<file path="src/rtl/multiprec_add_ctrl.sv">
// Multi-precision add/subtract sequencer driving one shared 4-bit ripple-carry adder, LS nibble first.
// Latency: start accepted at edge k, done pulses in the cycle after edge k+NIBBLES, ready one cycle later.
// Backpressure: start is honoured only while ready=1; requests during RUN/DONE are dropped, not queued.
module multiprec_add_ctrl #(
    parameter int NIBBLES = 4
) (
    input  logic                 clk,
    input  logic                 rst,
    input  logic                 start,
    input  logic                 sub,
    input  logic                 cin,
    input  logic [4*NIBBLES-1:0] a_in,
    input  logic [4*NIBBLES-1:0] b_in,
    output logic                 ready,
    output logic                 busy,
    output logic                 done,
    output logic [4*NIBBLES-1:0] sum_out,
    output logic                 carry_out,
    output logic                 ovf,
    output logic [3:0]           add_a,
    output logic [3:0]           add_b,
    output logic                 add_cin,
    input  logic [3:0]           add_sum,
    input  logic                 add_cout
);

    localparam int W  = 4 * NIBBLES;
    localparam int IW = (NIBBLES > 1) ? $clog2(NIBBLES) : 1;

    typedef enum logic [1:0] {
        S_IDLE = 2'd0,
        S_RUN  = 2'd1,
        S_DONE = 2'd2
    } state_t;

    state_t          state;
    state_t          state_nxt;

    logic [IW-1:0]   idx;
    logic            carry_reg;
    logic [W-1:0]    a_reg;
    logic [W-1:0]    b_reg;
    logic            sub_reg;
    logic            cin_reg;
    logic [W-1:0]    acc;
    logic [W-1:0]    acc_nxt;

    logic            accept;
    logic            last_slice;
    logic [IW+1:0]   bit_base;
    logic [3:0]      a_slice;
    logic [3:0]      b_slice;
    logic            b_eff_msb;
    logic            ovf_nxt;

    // A start is only taken in IDLE; everything else ignores it.
    assign accept     = (state == S_IDLE) && start;
    assign last_slice = (idx == IW'(NIBBLES - 1));
    assign bit_base   = {idx, 2'b00};
    assign a_slice    = a_reg[bit_base +: 4];
    assign b_slice    = b_reg[bit_base +: 4];

    // Effective B sign bit (inverted in subtract mode) for the signed-overflow rule.
    assign b_eff_msb  = b_reg[W-1] ^ sub_reg;

    // Accumulator with the current adder slice merged in, so the final slice can
    // feed the result registers on the same edge it is produced.
    always_comb begin
        acc_nxt = acc;
        if (state == S_RUN) begin
            acc_nxt[bit_base +: 4] = add_sum;
        end
    end

    // Overflow: operands share a sign but the result sign differs.
    assign ovf_nxt = (a_reg[W-1] == b_eff_msb) && (acc_nxt[W-1] != a_reg[W-1]);

    // State register.
    always_ff @(posedge clk) begin
        if (rst) begin
            state <= S_IDLE;
        end else begin
            state <= state_nxt;
        end
    end

    // Next-state logic: IDLE -> RUN on start, RUN for NIBBLES cycles, one DONE cycle.
    always_comb begin
        state_nxt = state;
        case (state)
            S_IDLE:  if (start) state_nxt = S_RUN;
            S_RUN:   if (last_slice) state_nxt = S_DONE;
            S_DONE:  state_nxt = S_IDLE;
            default: state_nxt = S_IDLE;
        endcase
    end

    // Outputs: status flags, and adder inputs held at zero outside RUN so the shared adder stays quiet.
    always_comb begin
        ready   = 1'b0;
        busy    = 1'b0;
        done    = 1'b0;
        add_a   = 4'd0;
        add_b   = 4'd0;
        add_cin = 1'b0;
        case (state)
            S_IDLE: ready = 1'b1;
            S_RUN: begin
                busy    = 1'b1;
                add_a   = a_slice;
                add_b   = b_slice ^ {4{sub_reg}};
                add_cin = (idx == '0) ? (cin_reg | sub_reg) : carry_reg;
            end
            S_DONE: done = 1'b1;
            default: begin
                ready = 1'b0;
            end
        endcase
    end

    // Operand capture, slice index and carry chaining.
    always_ff @(posedge clk) begin
        if (rst) begin
            idx       <= '0;
            carry_reg <= 1'b0;
            a_reg     <= '0;
            b_reg     <= '0;
            sub_reg   <= 1'b0;
            cin_reg   <= 1'b0;
            acc       <= '0;
        end else if (accept) begin
            idx       <= '0;
            carry_reg <= 1'b0;
            a_reg     <= a_in;
            b_reg     <= b_in;
            sub_reg   <= sub;
            cin_reg   <= cin;
            acc       <= '0;
        end else if (state == S_RUN) begin
            acc       <= acc_nxt;
            carry_reg <= add_cout;
            if (!last_slice) begin
                idx <= idx + 1'b1;
            end
        end
    end

    // Result registers load on the final slice so they are valid exactly when done is high.
    always_ff @(posedge clk) begin
        if (rst) begin
            sum_out   <= '0;
            carry_out <= 1'b0;
            ovf       <= 1'b0;
        end else if ((state == S_RUN) && last_slice) begin
            sum_out   <= acc_nxt;
            carry_out <= add_cout;
            ovf       <= ovf_nxt;
        end
    end

endmodule

</file>
<file path="config.mk">
export PLATFORM = sky130hd
export DESIGN_NAME = multiprec_add_ctrl
export DESIGN_NICKNAME = d
export VERILOG_FILES = /design/src/rtl/multiprec_add_ctrl.sv
export SDC_FILE = /design/constraint.sdc
export NUM_CORES = 1
export LEC_CHECK = 0
export BUFFER_PORTS_ARGS = -buffer_cell sky130_fd_sc_hd__buf_2
export CORE_MARGIN = 4
export CORE_UTILIZATION = 53
export CTS_BUF_LIST = sky130_fd_sc_hd__clkbuf_4 sky130_fd_sc_hd__clkbuf_8 sky130_fd_sc_hd__clkbuf_16
export DETAILED_ROUTE_END_ITERATION = 6
export PLACE_DENSITY = 0.79
export SYNTH_ARGS = -nofsm -noshare
export SYNTH_HDL_FRONTEND = slang
export SYNTH_SLANG_ARGS = --single-unit
</file>
<file path="constraint.sdc">
create_clock -name clk -period 2.6 [get_ports clk]
set_input_delay 0.39 -clock clk [delete_from_list [all_inputs] [get_ports clk]]
set_output_delay 0.39 -clock clk [all_outputs]
set_load 0.05 [all_outputs]
</file>
==> impl_metrics.env <==
export IMPL_die_y_um=83.3
export IMPL_fin_setup_tns_ps=0
export IMPL_synth_top_area_frac=0.487
export IMPL_clk_path_buf_depth=2
export IMPL_synth_top_area_cell="dfxtp_1"
export IMPL_worstPathRequired_ps=2210
export IMPL_clock_latency_ps=340
export IMPL_slew_violations=0
export IMPL_synthAdderAreaFrac=0.0250
export IMPL_cts_resized_gates=0
export IMPL_synth_cells=335
export IMPL_post_cts_buffers=0
export IMPL_fmax_ghz=0.425
export IMPL_setup_worst_path_start_class="flip-flop"
export IMPL_dp_cells=462
export IMPL_switchingPower_uw=606
export IMPL_p_comb_frac=0.110
export IMPL_stdcell_count=478
export IMPL_skew_ps=11.9
export IMPL_synthArstFlopShare=0
export IMPL_cts_buffers=9
export IMPL_hold_buffers=0
export IMPL_swShare=0.252
export IMPL_max_slew_margin=0.498
export IMPL_rsz0062_at_grt="no"
export IMPL_syn_area_um2=3000
export IMPL_track_usage=0.200
export IMPL_fp_row_count=27
export IMPL_synthMuxAreaShare=0.0600
export IMPL_nets=449
export IMPL_clockPowerShare=0.398
export IMPL_drt_initial_drc_count=190
export IMPL_grt_overflow=0
export IMPL_antenna_cells=0
export IMPL_path_max_fanout=11
export IMPL_wl_per_cell_um=14.2
export IMPL_crit_slowest_cell="dfxtp_1"
export IMPL_place_congestion=0.827
export IMPL_max_stage_delay_ps=440
export IMPL_ant_nets=0
export IMPL_synth_fp_nets=383
export IMPL_vdd_drop_max_uv=438
export IMPL_p_leak_nw=1.46
export IMPL_avgSynthCellArea_um2=8.96
export IMPL_die_area_um2=6930
export IMPL_ys_ff_latch=73
export IMPL_hold_start="b_in[12]"
export IMPL_cp_arrival_ps=1960
export IMPL_io_pins=72
export IMPL_synth_compound_area_frac=0.160
export IMPL_grt_max_degree=55
export IMPL_dr_pass1_iters=4
export IMPL_crit_chain="nand2b_1 > inv_2 > o21ai_0 > a21oi_1 > buf_2"
export IMPL_yosys_top_cells_area="dfxtp_1 (49%), nand2_1 (9.6%), a21oi_1 (6.7%)"
export IMPL_yosys_area_share_simple=0.210
export IMPL_die_w_um=83.3
export IMPL_worstSetupEndpointType="output pin"
export IMPL_synth_top_family_by_area="simple AND/OR/NAND/NOR gates"
export IMPL_status="finished clean"
export IMPL_port_buffers=71
export IMPL_clkSinkCount=73
export IMPL_worst_pin_slew_ps=753
export IMPL_drive_gt1_frac=0.273
export IMPL_fin_crit_ps=2350
export IMPL_coreArea_um2=5510
export IMPL_p_per_area_nw_per_um2=664
export IMPL_clkTransAtPathRegs_ps=70
export IMPL_internal_power_mw=1.79
export IMPL_yosys_warnings=0
export IMPL_critical_path_class="reg2out"
export IMPL_cts_tree="done"
export IMPL_cts_htree_levels=3
export IMPL_drc=0
export IMPL_synth_edf_count=0
export IMPL_synthToLayoutAreaGrowth_pct=20.3
export IMPL_synth_common_cells="nand2_1 (77), dfxtp_1 (73), nor2_1 (46)"
export IMPL_dp_hpwl_mm=4.88
export IMPL_seqPwrFrac=0.492
export IMPL_cts_root_buf="clkbuf_8"
export IMPL_num_vias=2539
export IMPL_setup_viol=0
export IMPL_critPathTopFamily="buffers and inverters"
export IMPL_path_buf_inv=2
export IMPL_register_area_um2=1460
export IMPL_synth_most_common_cell="nand2_1"
export IMPL_wirelength_mm=6.78
export IMPL_finalCritPeriodShare=0.905
export IMPL_final_hold_violation_count=0
export IMPL_fillerInstances=462
export IMPL_grt_pass1_vias=2450
export IMPL_start_util=0.545
export IMPL_r2r_start="idx[1]"
export IMPL_hold_path_class="in2reg"
export IMPL_antenna_found_initial=0
export IMPL_startpoint="state[0]"
export IMPL_synthDistinctLibCells=30
export IMPL_synth_xor_area_frac=0.0175
export IMPL_drv_cap=0
export IMPL_viasPerCell=5.31
export IMPL_ys_dominant_reg_cell="dfxtp_1"
export IMPL_yosysSeqAreaShare=0.487
export IMPL_multiInputGateArea_um2=1420
export IMPL_grt_pass1_wl_mm=11.5
per-stage QoR:
| stage | total power [mW] | area [um2] | hold WS (ps) | setup slack, ps | util |
|---|---|---|---|---|---|
| 6_report | 2.40 | 3610 | 288 | 246 | 0.656 |
| 5_1_grt | 2.50 | 3610 | 270 | 120 | 0.656 |
| 4_1_cts | 2.41 | 3610 | 277 | 231 | 0.656 |
| 3_5_place_dp | 1.47 | 3390 | 447 | 587 | 0.616 |
| 3_3_place_gp | 1.46 | 3390 | 440 | 571 | 0.616 |
| 2_1_floorplan | 1.39 | 3000 | 433 | 194 | - |
cell usage in the layout, fill, tap and decap left out, drive strengths merged:
cell type	n
a2111oi	1
a211oi	16
a21oi	40
a22oi	15
a32oi	1
and2	6
and3	1
and4bb	1
buf	78
bufinv	2
clkbuf	9
clkinv	4
clkinvlp	1
dfxtp	73
ha	6
inv	4
mux4	8
nand2	77
nand2b	2
nand3b	2
nor2	47
nor2b	2
nor3	1
nor4	1
nor4b	1
o21ai	1
xnor2	5
xor2	1
layout make-up:
class,count,area share
flip-flops and latches,73,0.404
multi-input cells,235,0.393
repair buffers,78,0.113
clock buffers,9,0.0343
clock inverters,7,0.0263
well taps,72,0.0249
inverters,4,0.00416
worst register-to-register path, delay by kind of cell (launching register included):
| kind | cells | cell delay [ps] |
|---|---|---|
| AND/OR/NAND/NOR | 2 | 680 |
| flip-flops | 1 | 450 |
| buffers and inverters | 2 | 310 |
| AO/OA/AOI/OAI | 1 | 280 |
| adder cells (fa/ha/maj) | 1 | 200 |
cell families (layout without fill, tap and decap cells):
group / after synthesis / in the layout
AO/OA/AOI/OAI: 74 / 74
multiplexers: 8 / 8
AND/OR/NAND/NOR: 141 / 141
XOR/XNOR: 6 / 6
adder cells (fa/ha/maj): 6 / 6
flip-flops: 73 / 73
buffers and inverters: 27 / 98
power groups by stage:
stage | Clock, mW | Sequential, mW | Combinational, mW
after CTS | 0.967 | 1.18 | 0.266
after global routing | 1.03 | 1.18 | 0.291
final | 0.955 | 1.18 | 0.264
after detailed placement | 0 | 1.21 | 0.264
after global placement | 0 | 1.21 | 0.260
after floorplan | 0 | 1.20 | 0.192
metal layers:
| metal | track usage | part of all wire |
|---|---|---|
| met5 | 0 | 0 |
| met4 | 0.0609 | 0.0037 |
| met3 | 0.0546 | 0.080 |
| met2 | 0.332 | 0.50 |
| met1 | 0.254 | 0.42 |
final timing paths:
| kind | endpoint | slack, ps | depth (start not counted) |
|---|---|---|---|
| worst max-delay path | add_cin | 250 | 5 |
| worst min-delay path | b_reg[12] | 290 | 3 |
| worst max register to register | ovf | 580 | 6 |
| worst min register to register | a_reg[3] | 450 | 2 |
Note: power is estimated with default switching activity, not from simulation.
